## config.mk

```make
export PLATFORM = sky130hd
export DESIGN_NAME = ic_mem_resp
export DESIGN_NICKNAME = d
export VERILOG_FILES = /design/src/rtl/ic_mem_resp_pkg.sv /design/src/rtl/ic_mem_req_fifo.sv /design/src/rtl/ic_mem_resp.sv
export SDC_FILE = /design/constraint.sdc
export NUM_CORES = 1
export LEC_CHECK = 0
export ABC_AREA = 1
export BUFFER_PORTS_ARGS = -buffer_cell sky130_fd_sc_hd__buf_2
export CAP_MARGIN = 20
export CORE_MARGIN = 3
export CORE_UTILIZATION = 50
export CTS_CLUSTER_SIZE = 8
export DETAILED_ROUTE_END_ITERATION = 8
export HOLD_SLACK_MARGIN = 0.15
export PLACE_DENSITY = 0.72
export SLEW_MARGIN = 20
export SYNTH_ARGS = -nofsm -noshare
export SYNTH_HDL_FRONTEND = slang
export SYNTH_HIERARCHICAL = 1
export SYNTH_SLANG_ARGS = --single-unit
```

## constraint.sdc

```tcl
create_clock -name clk -period 2.6 [get_ports clk]
set_clock_uncertainty 0.1 [all_clocks]
set_input_delay 0.39 -clock clk [delete_from_list [all_inputs] [get_ports clk]]
set_output_delay 0.39 -clock clk [all_outputs]
set_load 0.01 [all_outputs]
```

## src/rtl/ic_mem_resp_pkg.sv

```systemverilog
// Shared types and sizes for the icache-to-DRAM line-fill path.
package ic_mem_resp_pkg;
    localparam int IC_ADDR_W     = 23;
    localparam int IC_XID_W      = 2;
    localparam int IC_FILL_BEATS = 8;
    localparam int IC_BEAT_W     = 16;
    localparam int IC_LINE_W     = IC_FILL_BEATS * IC_BEAT_W;

    // addr holds line address bits [26:4]
    typedef struct packed {
        logic [IC_ADDR_W-1:0] addr;
        logic [IC_XID_W-1:0]  xid;
    } ic_mem_req_t;

    typedef enum logic [1:0] {FILL_IDLE, FILL_REQ, FILL_DATA, FILL_RESP} ic_fill_state_e;
endpackage

```

## src/rtl/ic_mem_req_fifo.sv

```systemverilog
// Circular request queue between the icache and the fill engine.
module ic_mem_req_fifo
    import ic_mem_resp_pkg::*;
#(
    parameter int DEPTH = 4
) (
    input  logic                     clk,
    input  logic                     rst_n,
    input  logic                     push,
    input  logic                     pop,
    input  ic_mem_req_t              din,
    output ic_mem_req_t              dout,
    output logic [$clog2(DEPTH):0]   count,
    output logic                     empty,
    output logic                     full
);
    localparam int            AW      = $clog2(DEPTH);
    localparam logic [AW:0]   DEPTH_V = (AW+1)'(DEPTH);

    ic_mem_req_t   mem [DEPTH];
    logic [AW-1:0] wr_ptr;
    logic [AW-1:0] rd_ptr;

    assign dout  = mem[rd_ptr];
    assign empty = (count == '0);
    assign full  = (count == DEPTH_V);

    always_ff @(posedge clk) begin
        if (push) mem[wr_ptr] <= din;
    end

    // Power-of-two depth lets the pointers wrap on their own.
    always_ff @(posedge clk or negedge rst_n) begin
        if (!rst_n) begin
            wr_ptr <= '0;
            rd_ptr <= '0;
            count  <= '0;
        end else begin
            if (push) wr_ptr <= wr_ptr + 1'b1;
            if (pop)  rd_ptr <= rd_ptr + 1'b1;
            case ({push, pop})
                2'b10:   count <= count + 1'b1;
                2'b01:   count <= count - 1'b1;
                default: ;
            endcase
        end
    end
endmodule

```

## src/rtl/ic_mem_resp.sv

```systemverilog
// Queues icache line-fill requests, runs each as a DRAM burst read and
// returns the assembled line tagged with its xid.
module ic_mem_resp
    import ic_mem_resp_pkg::*;
#(
    parameter int DEPTH  = 4,
    parameter int BEATS  = IC_FILL_BEATS,
    parameter int BEAT_W = IC_BEAT_W
) (
    input  logic                      clk,
    input  logic                      rst_n,
    input  logic [IC_ADDR_W-1:0]      ic_mem_addr,
    input  logic [IC_XID_W-1:0]       ic_mem_xid,
    input  logic                      ic_mem_re,
    output logic                      mem_ic_ready,
    output logic                      mem_ic_valid,
    output logic [IC_XID_W-1:0]       mem_ic_xid,
    output logic [BEATS*BEAT_W-1:0]   mem_ic_data,
    output logic                      dram_rd_req,
    output logic [IC_ADDR_W-1:0]      dram_rd_addr,
    input  logic                      dram_rd_gnt,
    input  logic                      dram_rd_valid,
    input  logic [BEAT_W-1:0]         dram_rd_data
);
    localparam int              AW        = $clog2(DEPTH);
    localparam int              BW        = $clog2(BEATS);
    localparam logic [BW-1:0]   LAST_BEAT = BW'(BEATS - 1);
    localparam logic [AW+1:0]   DEPTH_V   = (AW+2)'(DEPTH);

    logic                     ready_q;
    logic                     accept;
    logic                     fifo_pop;
    logic                     fifo_empty;
    logic                     fifo_full;
    logic [AW:0]              fifo_count;
    logic [AW+1:0]            occupancy;
    ic_mem_req_t              fifo_din;
    ic_mem_req_t              fifo_dout;
    ic_fill_state_e           state;
    logic [BW-1:0]            beat;
    logic [IC_XID_W-1:0]      work_xid;
    logic [BEATS*BEAT_W-1:0]  line;

    assign accept    = ic_mem_re & ready_q;
    assign fifo_din  = '{addr: ic_mem_addr, xid: ic_mem_xid};
    assign fifo_pop  = (state == FILL_IDLE) & ~fifo_empty;

    // Credit looks one cycle ahead: counting this cycle's accept keeps a slot
    // free for whatever arrives while ready_q still shows the old value.
    assign occupancy    = {1'b0, fifo_count} + {{(AW+1){1'b0}}, accept};
    assign mem_ic_ready = rst_n & ~fifo_full & (occupancy < DEPTH_V);
    assign mem_ic_data  = line;

    always_ff @(posedge clk or negedge rst_n) begin
        if (!rst_n) ready_q <= 1'b0;
        else        ready_q <= mem_ic_ready;
    end

    ic_mem_req_fifo #(.DEPTH(DEPTH)) u_fifo (
        .clk   (clk),
        .rst_n (rst_n),
        .push  (accept),
        .pop   (fifo_pop),
        .din   (fifo_din),
        .dout  (fifo_dout),
        .count (fifo_count),
        .empty (fifo_empty),
        .full  (fifo_full)
    );

    always_ff @(posedge clk or negedge rst_n) begin
        if (!rst_n) begin
            state        <= FILL_IDLE;
            beat         <= '0;
            line         <= '0;
            work_xid     <= '0;
            dram_rd_req  <= 1'b0;
            dram_rd_addr <= '0;
            mem_ic_valid <= 1'b0;
            mem_ic_xid   <= '0;
        end else begin
            case (state)
                FILL_IDLE: begin
                    if (!fifo_empty) begin
                        dram_rd_addr <= fifo_dout.addr;
                        work_xid     <= fifo_dout.xid;
                        dram_rd_req  <= 1'b1;
                        state        <= FILL_REQ;
                    end
                end
                FILL_REQ: begin
                    if (dram_rd_gnt) begin
                        dram_rd_req <= 1'b0;
                        beat        <= '0;
                        state       <= FILL_DATA;
                    end
                end
                FILL_DATA: begin
                    // Beats are only taken here, so stray valids elsewhere are harmless.
                    if (dram_rd_valid) begin
                        line[beat*BEAT_W +: BEAT_W] <= dram_rd_data;
                        beat <= beat + 1'b1;
                        if (beat == LAST_BEAT) begin
                            mem_ic_valid <= 1'b1;
                            mem_ic_xid   <= work_xid;
                            state        <= FILL_RESP;
                        end
                    end
                end
                FILL_RESP: begin
                    mem_ic_valid <= 1'b0;
                    state        <= FILL_IDLE;
                end
                default: state <= FILL_IDLE;
            endcase
        end
    end
endmodule

```

==> results.sh, run 1 <==
export IMPL_whs_path_depth=4
export IMPL_numPortBuffers=201
export IMPL_groute_usage_overall=0.2355
export IMPL_leakage_component_of_the_power_nw=6.903
export IMPL_gp_routability_congestion=0.8484
export IMPL_number_of_antenna_violations_at_the_first_check_in_global_routing=0
export IMPL_worst_r2r_path_depth=10
export IMPL_tns_ns=0
export IMPL_synth_top_family_by_area="simple AND/OR/NAND/NOR gates"
export IMPL_clockBufferDepth=3
export IMPL_r2r_start="beat[1]$_DFFE_PN0P_"
export IMPL_synth_fa_ha_area_frac=0.02058
export IMPL_number_of_levels_in_the_clock_h_tree=2
export IMPL_hold_end="ready_q$_DFF_PN0_"
export IMPL_numCtsBuffers=39
export IMPL_synth_mux_area_frac=0
export IMPL_vias_per_cell=5.253
export IMPL_synth_cell_area_mm2=0.01131
export IMPL_classification_of_the_worst_setup_path="flip-flop to flip-flop"
export IMPL_synth_top_cells_by_area="sky130_fd_sc_hd__dfrtp_1, sky130_fd_sc_hd__edfxtp_1, sky130_fd_sc_hd__nand2_1, sky130_fd_sc_hd__nand3_1, sky130_fd_sc_hd__o211ai_1"
export IMPL_hpwlAfterDp_um=18410
export IMPL_pre_cts_slack_ns=0.2778
export IMPL_syn_nets=1182
export IMPL_postSynthRegisterBits=270
export IMPL_antenna_cells_inserted=0
export IMPL_final_max_slew_violation_count=0
export IMPL_route_detailed_drc=0
export IMPL_firstDrtPassIters=5
export IMPL_worstPathRequired_ns=2.88
export IMPL_first_iter_violations=669
export IMPL_floorplan_initialDensity=0.5135
export IMPL_syn_to_final_growth_pct=23.98
export IMPL_finish_net_count=1431
export IMPL_ant_nets=0
export IMPL_synth_avg_cell_area_um2=10.12
export IMPL_area_fraction_in_compound_gates_after_synthesis=0.07368
export IMPL_worst_path_max_fanout=20
export IMPL_global_route_wire_length_before_repair_um=45580
export IMPL_filler_cell_count=1795
export IMPL_leading_cell_type_in_the_layout_fill_and_taps_excluded="sky130_fd_sc_hd__nand2_1"
export IMPL_clock_sink_count=270
export IMPL_final_hold_worst_slack_ns=0.1736
export IMPL_worst_endpoint_arrival_ns=2.66
export IMPL_floorplan_die_area_mm2=0.02446
export IMPL_synth_largest_area_cell="sky130_fd_sc_hd__dfrtp_1"
export IMPL_die_height_um=156.4
export IMPL_max_cap_violations=0
export IMPL_via_count_of_the_first_global_routing_pass=8591
export IMPL_timing_final_setup_violations=0
export IMPL_clkTransAtPathRegs_ns=0.05
export IMPL_worst_slew_margin_rel=0.3766
export IMPL_timing_critical_path_to_type="flip-flop"
export IMPL_grt_max_degree=171
export IMPL_postSynthCellCount=1118
export IMPL_synthXorXnorAreaFrac=0.003098
export IMPL_synth_distinct_cells=35
export IMPL_r2r_setup_slk_ns=0.22
export IMPL_design_portCount=202
export IMPL_clk_insertion_delay_late_ns=0.51
export IMPL_root_buffer="sky130_fd_sc_hd__clkbuf_16"
export IMPL_rr_endpoint="mem_ic_data[78]$_DFFE_PN0P_"
export IMPL_postCtsResizedCells=0
export IMPL_tritoncts="done"
export IMPL_postLayoutSetupSlackWorst_ns=0.2248
export IMPL_max_freq_mhz=421.0
export IMPL_p_total_mw=14.04
export IMPL_power_density_mw_per_mm2=1001
export IMPL_wl_per_cell_um=17.35
export IMPL_fin_crit_ns=2.375
export IMPL_synth_sequential_area_ratio=0.6417
export IMPL_min_period_over_period=0.9135
export IMPL_core_area_mm2=0.02203
export IMPL_worstMarginPinSlew_ns=0.9351
export IMPL_synth_top_area_frac=0.3761
export IMPL_run_status="complete, no violations"
export IMPL_timing_final_hold_violations=0
export IMPL_ys_warn_count=6
export IMPL_drt_wl_total_um=28860
export IMPL_post_cts_buffers=0
export IMPL_globalRouteOverflowTotal=0
export IMPL_unrepaired_setup_endpoints_after_global_routing="no"
export IMPL_hold_buffers=41
export IMPL_drive_gt1_frac=0.2169
export IMPL_worst_hold_startpoint="ic_mem_re"
export IMPL_ir_worst_vdd_mv=0.6523
export IMPL_worst_hold_path_type="primary input to flip-flop"
export IMPL_die_w_um=156.4
export IMPL_vias=8736
export IMPL_yosys_area_share_simple=0.2006
export IMPL_layout_common_cells="sky130_fd_sc_hd__nand2_1, sky130_fd_sc_hd__buf_2, sky130_fd_sc_hd__dfrtp_1"
export IMPL_placement_rows=54
export IMPL_worst_setup_path_start_kind="flip-flop"
-- logic make-up after synthesis --
kind of cell	count (synthesis)
flip-flops	270
buffers and inverters	143
adder cells (fa/ha/maj)	18
XOR/XNOR	4
AO/OA/AOI/OAI	137
AND/OR/NAND/NOR	546
-- per-stage QoR --
stage	util	instance area (um2)	instances
after detailed placement	0.5684	12520	1565
after floorplan	-	11310	1118
after global placement	0.5684	12520	1565
final	0.6366	14020	1663
after CTS	0.6366	14020	1663
after global routing	0.6366	14020	1663
-- cells in the mapped netlist, drive strengths merged --
| master | n |
|---|---|
| o21ai | 84 |
| or2 | 1 |
| a21oi | 3 |
| nand4 | 1 |
| xor2 | 3 |
| nand2 | 404 |
| nor2 | 44 |
| and2 | 1 |
| nor3 | 3 |
| clkbuf | 14 |
| ha | 17 |
| nand3 | 91 |
| buf | 44 |
| nor4 | 1 |
| edfxtp | 100 |
| o211ai | 50 |
| inv | 85 |
| fa | 1 |
| xnor2 | 1 |
| dfrtp | 170 |
-- worst max-delay path, stage by stage, from the launching register on --
cell and delay, ns:
sky130_fd_sc_hd__dfrtp_1 0.42, sky130_fd_sc_hd__inv_1 0.09, sky130_fd_sc_hd__ha_1 0.21, sky130_fd_sc_hd__ha_1 0.28, sky130_fd_sc_hd__buf_4 0.22, sky130_fd_sc_hd__inv_2 0.10, sky130_fd_sc_hd__a21oi_1 0.15, sky130_fd_sc_hd__buf_4 0.26
sky130_fd_sc_hd__nand2_2 0.24, sky130_fd_sc_hd__nand2_1 0.13, sky130_fd_sc_hd__nand2_1 0.07
-- flip-flops by register name, summed over array words and instances (netlist names) --
signal / count
u_fifo/rd_ptr: 2
work_xid: 2
mem_ic_xid: 2
state: 2
beat: 3
u_fifo/count: 3
dram_rd_req: 1
u_fifo/wr_ptr: 2
ready_q: 1
u_fifo/mem: 100
dram_rd_addr: 23
mem_ic_valid: 1
mem_ic_data: 128
-- report_power, final --
part | switching (mW) | total [mW] | internal (mW)
clock | 1.69 | 4.50 | 2.81
sequential | 0.463 | 5.53 | 5.06
combinational | 2.71 | 4.01 | 1.31
total | 4.86 | 14.0 | 9.18
-- cell type report --
class                           instances  area [um2]  area share
Clock buffer                           55        1067     0.07611
Inverter                               85       321.6     0.02293
Clock inverter                          2       25.02    0.001785
Tap cell                              280       350.3     0.02498
Timing Repair Buffer                  266        1628      0.1161
Sequential cell                       270        7258      0.5176
Multi-Input combinational cell        705        3372      0.2405
-- per-layer routing --
metal | routed length [um] | track usage | part of all wire
met5 | 0 | 0 | 0
met4 | 796 | 0.08128 | 0.028
met3 | 2238 | 0.04508 | 0.078
met2 | 14280 | 0.3993 | 0.49
met1 | 11540 | 0.3056 | 0.40
-- how the worst max path moves through the flow --
stage                         start                           to  slack (ns)  cells after the start
2_1_floorplan  state[0]$_DFFE_PN0P_  u_fifo/count[2]$_DFFE_PN0P_        0.21                     12
3_3_place_gp    beat[1]$_DFFE_PN0P_  mem_ic_data[64]$_DFFE_PN0P_        0.39                     10
3_5_place_dp    beat[1]$_DFFE_PN0P_  mem_ic_data[67]$_DFFE_PN0P_        0.28                     10
4_1_cts         beat[1]$_DFFE_PN0P_  mem_ic_data[77]$_DFFE_PN0P_        0.25                     10
5_1_grt         beat[1]$_DFFE_PN0P_  mem_ic_data[64]$_DFFE_PN0P_        0.03                     10
6_report        beat[1]$_DFFE_PN0P_  mem_ic_data[78]$_DFFE_PN0P_        0.22                     10
No activity file was read; power rests on OpenSTA's default activity.
==> run 2, diff against run 1 <==
CELL_PAD_IN_SITES_DETAIL_PLACEMENT = 1   (was unset)
CELL_PAD_IN_SITES_GLOBAL_PLACEMENT = 1   (was unset)
CORE_UTILIZATION = 39   (was 50)
==> run 2 against run 1 <==
  * Via count up 0.19%
  * Register-to-register slack better by 0.12 ns
  * Sequential share of layout area is 0.54 points lower
  * Sequential power about the same
  * Core utilization shrank 13 points
  * Setup slack better by 0.12 ns
  * Combinational power increased by 4%
  * Worst hold slack got worse by 0.015 ns
  * Maximum frequency up 5.5%
  * Critical path depth fell by 2
  * Critical endpoint is now mem_ic_data[79]$_DFFE_PN0P_
  * Die area rose by 27%
==> results.sh, run 2 (synthesized netlist as in run 1, its figures left out) <==
export IMPL_run_status="complete, no violations"
export IMPL_number_of_flip_flops_under_the_largest_register_name=128
export IMPL_ir_worst_vdd_mv=0.6260
export IMPL_clkTransAtPathRegs_ns=0.05
export IMPL_route_detailed_drc=0
export IMPL_worst_path_max_fanout=17
export IMPL_grt_max_degree=113
export IMPL_core_area_mm2=0.02816
export IMPL_vias_per_cell=4.954
export IMPL_power_density_mw_per_mm2=1006
export IMPL_tns_ns=0
export IMPL_groute_usage_overall=0.2105
export IMPL_floorplan_initialDensity=0.4016
export IMPL_syn_to_final_growth_pct=25.30
export IMPL_worst_setup_path_start_kind="flip-flop"
export IMPL_root_buffer="sky130_fd_sc_hd__clkbuf_16"
export IMPL_max_cap_violations=0
export IMPL_final_max_slew_violation_count=0
export IMPL_finish_cell_count_without_fillers=1767
export IMPL_layout_common_cells="sky130_fd_sc_hd__nand2_1, sky130_fd_sc_hd__buf_2, sky130_fd_sc_hd__dfrtp_1"
export IMPL_cellInternalPower_mw=9.191
export IMPL_timing_critical_path_to_type="flip-flop"
export IMPL_final_hold_worst_slack_ns=0.1583
export IMPL_ant_nets=0
export IMPL_via_count_of_the_first_global_routing_pass=9273
export IMPL_timing_final_hold_violations=0
export IMPL_vias=8753
export IMPL_gp_routability_congestion=0.8048
export IMPL_wl_per_cell_um=18.41
export IMPL_leakage_component_of_the_power_nw=6.916
export IMPL_hpwlAfterDp_um=21360
export IMPL_worst_hold_path_type="primary input to flip-flop"
export IMPL_unrepaired_setup_endpoints_after_global_routing="no"
export IMPL_global_route_wire_length_before_repair_um=51750
export IMPL_sequential_cell_area_mm2=0.007258
export IMPL_die_w_um=176.3
export IMPL_drive_gt1_frac=0.2167
export IMPL_number_of_antenna_violations_at_the_first_check_in_global_routing=0
export IMPL_max_freq_mhz=444.0
export IMPL_tritoncts="done"
export IMPL_number_of_levels_in_the_clock_h_tree=2
export IMPL_drt_wl_total_um=32540
export IMPL_proportion_of_total_power_due_to_net_switching=0.3550
export IMPL_seqPwrFrac=0.386
export IMPL_worst_endpoint_arrival_ns=2.60
export IMPL_filler_cell_count=3151
export IMPL_antenna_cells_inserted=0
export IMPL_comb_power_share=0.292
export IMPL_worstMarginPinSlew_ns=0.8338
export IMPL_placement_rows=61
export IMPL_fin_crit_ns=2.252
export IMPL_first_iter_violations=556
export IMPL_min_period_over_period=0.8662
export IMPL_firstDrtPassIters=4
export IMPL_clock_power_share=0.322
export IMPL_numCtsBuffers=39
export IMPL_clockBufferDepth=3
export IMPL_clock_sink_count=270
export IMPL_floorplan_die_area_mm2=0.03108
export IMPL_die_height_um=176.3
export IMPL_postLayoutSetupSlackWorst_ns=0.3478
export IMPL_switching_power_mw=5.059
export IMPL_pre_cts_slack_ns=0.3566
export IMPL_numPortBuffers=201
export IMPL_design_portCount=202
export IMPL_globalRouteOverflowTotal=0
export IMPL_leading_cell_type_in_the_layout_fill_and_taps_excluded="sky130_fd_sc_hd__nand2_1"
export IMPL_multiInputGateArea_mm2=0.003372
export IMPL_worst_slew_margin_rel=0.4441
export IMPL_clk_insertion_delay_late_ns=0.51
export IMPL_worstPathRequired_ns=2.95
export IMPL_classification_of_the_worst_setup_path="flip-flop to flip-flop"
export IMPL_r2r_setup_slk_ns=0.35
export IMPL_placed_cells_incl_taps=1665
export IMPL_finish_net_count=1434
export IMPL_timing_final_setup_violations=0
## run 2: cell count changes in the layout (fill, tap and decap cells not counted)
cell and delta:
sky130_fd_sc_hd__clkbuf_1 +4, sky130_fd_sc_hd__buf_4 +2, sky130_fd_sc_hd__clkbuf_8 -1, sky130_fd_sc_hd__dlygate4sd3_1 +1
## run 2: through the flow
step | total power [mW] | util | area [um2]
floorplan | 8.318 | - | 11310
global placement | 9.514 | 0.4494 | 12660
detailed placement | 9.699 | 0.4494 | 12660
CTS | 14.39 | 0.5032 | 14170
global route | 15.19 | 0.5032 | 14170
finish | 14.25 | 0.5032 | 14170
## run 2: area by class of cell
cell class,instances,area share
sequential,270,0.5122
multi-input combinational,705,0.2379
timing repair buffer,269,0.1166
clock buffer,58,0.07540
tap,378,0.03337
inverter,85,0.02269
clock inverter,2,0.001766
## run 2: power by group through the flow
stage | Sequential, mW | Clock, mW | Combinational [mW]
global route | 5.57 | 4.90 | 4.71
global placement | 5.53 | 0 | 3.98
detailed placement | 5.56 | 0 | 4.14
finish | 5.50 | 4.59 | 4.17
CTS | 5.50 | 4.68 | 4.22
floorplan | 5.58 | 0 | 2.74
## run 2: what timing repair did
action,in CTS,in global routing
endpoints found under the hold margin,288,0
setup buffers,0,0
hold buffers,42,0
gates resized for setup,0,0
## run 2: worst paths after layout
path                                        startpoint                      endpoint  cells past startpoint
setup / recovery                   beat[1]$_DFFE_PN0P_   mem_ic_data[79]$_DFFE_PN0P_                      8
hold / removal                         dram_rd_data[4]    mem_ic_data[4]$_DFFE_PN0P_                      3
setup reg to reg                   beat[1]$_DFFE_PN0P_   mem_ic_data[79]$_DFFE_PN0P_                      8
hold reg to reg            mem_ic_data[15]$_DFFE_PN0P_   mem_ic_data[15]$_DFFE_PN0P_                      2
max in group asynchronous                        rst_n  u_fifo/rd_ptr[0]$_DFFE_PN0P_                      3
min in group asynchronous                        rst_n   mem_ic_data[82]$_DFFE_PN0P_                      3
## run 2: worst max-delay path, cell delays in order, from the launching register on
cell and delay, ns:
sky130_fd_sc_hd__dfrtp_1 0.42, sky130_fd_sc_hd__inv_1 0.08, sky130_fd_sc_hd__ha_1 0.21, sky130_fd_sc_hd__ha_1 0.31, sky130_fd_sc_hd__buf_4 0.24, sky130_fd_sc_hd__nand2_1 0.39, sky130_fd_sc_hd__nor2_1 0.22, sky130_fd_sc_hd__nand3_1 0.10
sky130_fd_sc_hd__nand2_1 0.10
## run 2: layer usage
metal	vias up	global-route usage	routed length, um
met4	0	0.05378	570
met3	39	0.03591	1434
met1	4347	0.2704	13860
met5	-	0	0
met2	199	0.3704	16670
li1	4168	-	-
==> run 3, diff against run 2 <==
PLACE_DENSITY = unset   (was 0.72)
PLACE_DENSITY_LB_ADDON = 0.1   (was unset)
==> run 3 against run 2 <==
  * Sequential share of layout area rose by 0.12 points
  * Clock power barely moved
  * Critical path depth did not move
  * Critical path type unchanged
  * Power fell by 0.81%
  * Clock-buffer cell count fell by 2
  * Flip-flop and latch count did not move
  * Core utilization fell by 0.12 points
  * Via count fell by 1.8%
  * Register-to-register slack got worse by 0.05 ns
  * Cell area fell by 0.23%
  * Largest power group unchanged
  * Largest cell class unchanged
==> results.sh, run 3 (synthesized netlist as in run 1, its figures left out) <==
export IMPL_run_status="complete, no violations"
export IMPL_max_freq_mhz=434.0
export IMPL_antenna_cells_inserted=0
export IMPL_gp_routability_congestion=0.7746
export IMPL_floorplan_initialDensity=0.4016
export IMPL_first_iter_violations=520
export IMPL_filler_cell_count=3227
export IMPL_ir_worst_vdd_mv=0.6450
export IMPL_number_of_levels_in_the_clock_h_tree=2
export IMPL_global_route_wire_length_before_repair_um=49930
export IMPL_via_count_of_the_first_global_routing_pass=9035
export IMPL_vias_per_cell=4.876
export IMPL_ant_nets=0
export IMPL_fin_crit_ns=2.304
export IMPL_worst_endpoint_arrival_ns=2.60
export IMPL_groute_usage_overall=0.2037
export IMPL_route_detailed_drc=0
export IMPL_worst_slew_margin_rel=0.5145
export IMPL_postLayoutSetupSlackWorst_ns=0.2958
export IMPL_drive_gt1_frac=0.2160
export IMPL_clock_sink_count=270
export IMPL_number_of_antenna_violations_at_the_first_check_in_global_routing=0
export IMPL_unrepaired_setup_endpoints_after_global_routing="no"
export IMPL_worstPathRequired_ns=2.90
export IMPL_post_cts_buffers=0
export IMPL_number_of_flip_flops_under_the_largest_register_name=128
export IMPL_globalRouteOverflowTotal=0
export IMPL_clockBufferDepth=3
export IMPL_clk_insertion_delay_late_ns=0.51
export IMPL_numPortBuffers=201
export IMPL_final_max_slew_violation_count=0
export IMPL_placement_rows=61
export IMPL_design_portCount=202
export IMPL_pre_cts_slack_ns=0.3135
export IMPL_core_area_mm2=0.02816
export IMPL_power_density_mw_per_mm2=999.7
export IMPL_numCtsBuffers=39
export IMPL_die_w_um=176.3
export IMPL_max_cap_violations=0
export IMPL_timing_final_hold_violations=0
export IMPL_tns_ns=0
export IMPL_worst_setup_path_start_kind="flip-flop"
export IMPL_worstMarginPinSlew_ns=0.7282
export IMPL_min_period_over_period=0.8862
export IMPL_die_height_um=176.3
export IMPL_floorplan_die_area_mm2=0.03108
export IMPL_grt_max_degree=119
export IMPL_final_hold_worst_slack_ns=0.1657
export IMPL_drt_wl_total_um=31470
export IMPL_timing_critical_path_to_type="flip-flop"
export IMPL_tritoncts="done"
export IMPL_timing_final_setup_violations=0
export IMPL_vias=8592
export IMPL_firstDrtPassIters=4
export IMPL_worst_hold_path_type="primary input to flip-flop"
export IMPL_hpwlAfterDp_um=20610
export IMPL_leakage_component_of_the_power_nw=6.900
export IMPL_leading_cell_type_in_the_layout_fill_and_taps_excluded="sky130_fd_sc_hd__nand2_1"
export IMPL_classification_of_the_worst_setup_path="flip-flop to flip-flop"
export IMPL_worst_path_max_fanout=16
export IMPL_layout_common_cells="sky130_fd_sc_hd__nand2_1, sky130_fd_sc_hd__buf_2, sky130_fd_sc_hd__dfrtp_1"
export IMPL_finish_net_count=1431
export IMPL_wl_per_cell_um=17.86
export IMPL_root_buffer="sky130_fd_sc_hd__clkbuf_16"
export IMPL_clkTransAtPathRegs_ns=0.05
export IMPL_syn_to_final_growth_pct=25.01
[run 3: cell types whose count changed in the layout (fill, tap and decap cells not counted), sizes merged]
cell	change
buf	-2
dlygate4sd3	-1
clkbuf	-2
[run 3: worst max-delay path, stage by stage (launching register included)]
cell,delay (ns)
sky130_fd_sc_hd__dfrtp_1,0.42
sky130_fd_sc_hd__inv_1,0.09
sky130_fd_sc_hd__ha_1,0.22
sky130_fd_sc_hd__ha_1,0.31
sky130_fd_sc_hd__inv_2,0.07
sky130_fd_sc_hd__a21oi_1,0.44
sky130_fd_sc_hd__nand2_2,0.34
sky130_fd_sc_hd__nand2_1,0.15
sky130_fd_sc_hd__nand2_1,0.05
[run 3: power by group]
group          switching, mW  total (mW)  internal (mW)
registers              0.352        5.41           5.06
logic                   2.85        4.15           1.30
clock network           1.78        4.57           2.79
total                   4.98        14.1           9.16
[run 3: metrics by stage]
step	power, mW	area, um2	std cells	util
6_report	14.13	14140	1762	0.5020
5_1_grt	15.10	14140	1762	0.5020
4_1_cts	14.35	14140	1762	0.5020
3_5_place_dp	9.657	12640	1663	0.4489
3_3_place_gp	9.527	12640	1663	0.4489
2_1_floorplan	8.318	11310	1118	-
[run 3: path summary, 6_finish.rpt]
kind                       cells past startpoint                      endpoint  slack (ns)                         start
hold reg to reg                                2  dram_rd_addr[11]$_DFFE_PN0P_        0.36  dram_rd_addr[11]$_DFFE_PN0P_
setup / recovery                               8   mem_ic_data[70]$_DFFE_PN0P_        0.30           beat[1]$_DFFE_PN0P_
setup reg to reg                               8   mem_ic_data[70]$_DFFE_PN0P_        0.30           beat[1]$_DFFE_PN0P_
min in group asynchronous                      3   mem_ic_data[83]$_DFFE_PN0P_        0.46                         rst_n
hold / removal                                 3    mem_ic_data[9]$_DFFE_PN0P_        0.17               dram_rd_data[9]
max in group asynchronous                      3  u_fifo/rd_ptr[0]$_DFFE_PN0P_        1.32                         rst_n
[run 3: area by class of cell]
type | instances | area (um2) | area share
tap | 378 | 473.0 | 0.03345
multi-input combinational | 705 | 3372 | 0.2385
timing repair buffer | 266 | 1628 | 0.1151
clock inverter | 2 | 25.02 | 0.001770
inverter | 85 | 321.6 | 0.02274
clock buffer | 56 | 1061 | 0.07504
sequential | 270 | 7258 | 0.5134
[run 3: timing repair]
item                                   CTS  global route
hold buffers                            41             0
endpoints found under the hold margin  285             0
resized for setup                        0             0
[run 3: routing by layer]
layer / part of all wire / up-vias / track usage
met3: 0.051 / 44 / 0.03312
met1: 0.44 / 4174 / 0.2683
met5: 0 / - / 0
met4: 0.020 / 0 / 0.05609
met2: 0.49 / 217 / 0.3501
li1: - / 4157 / -
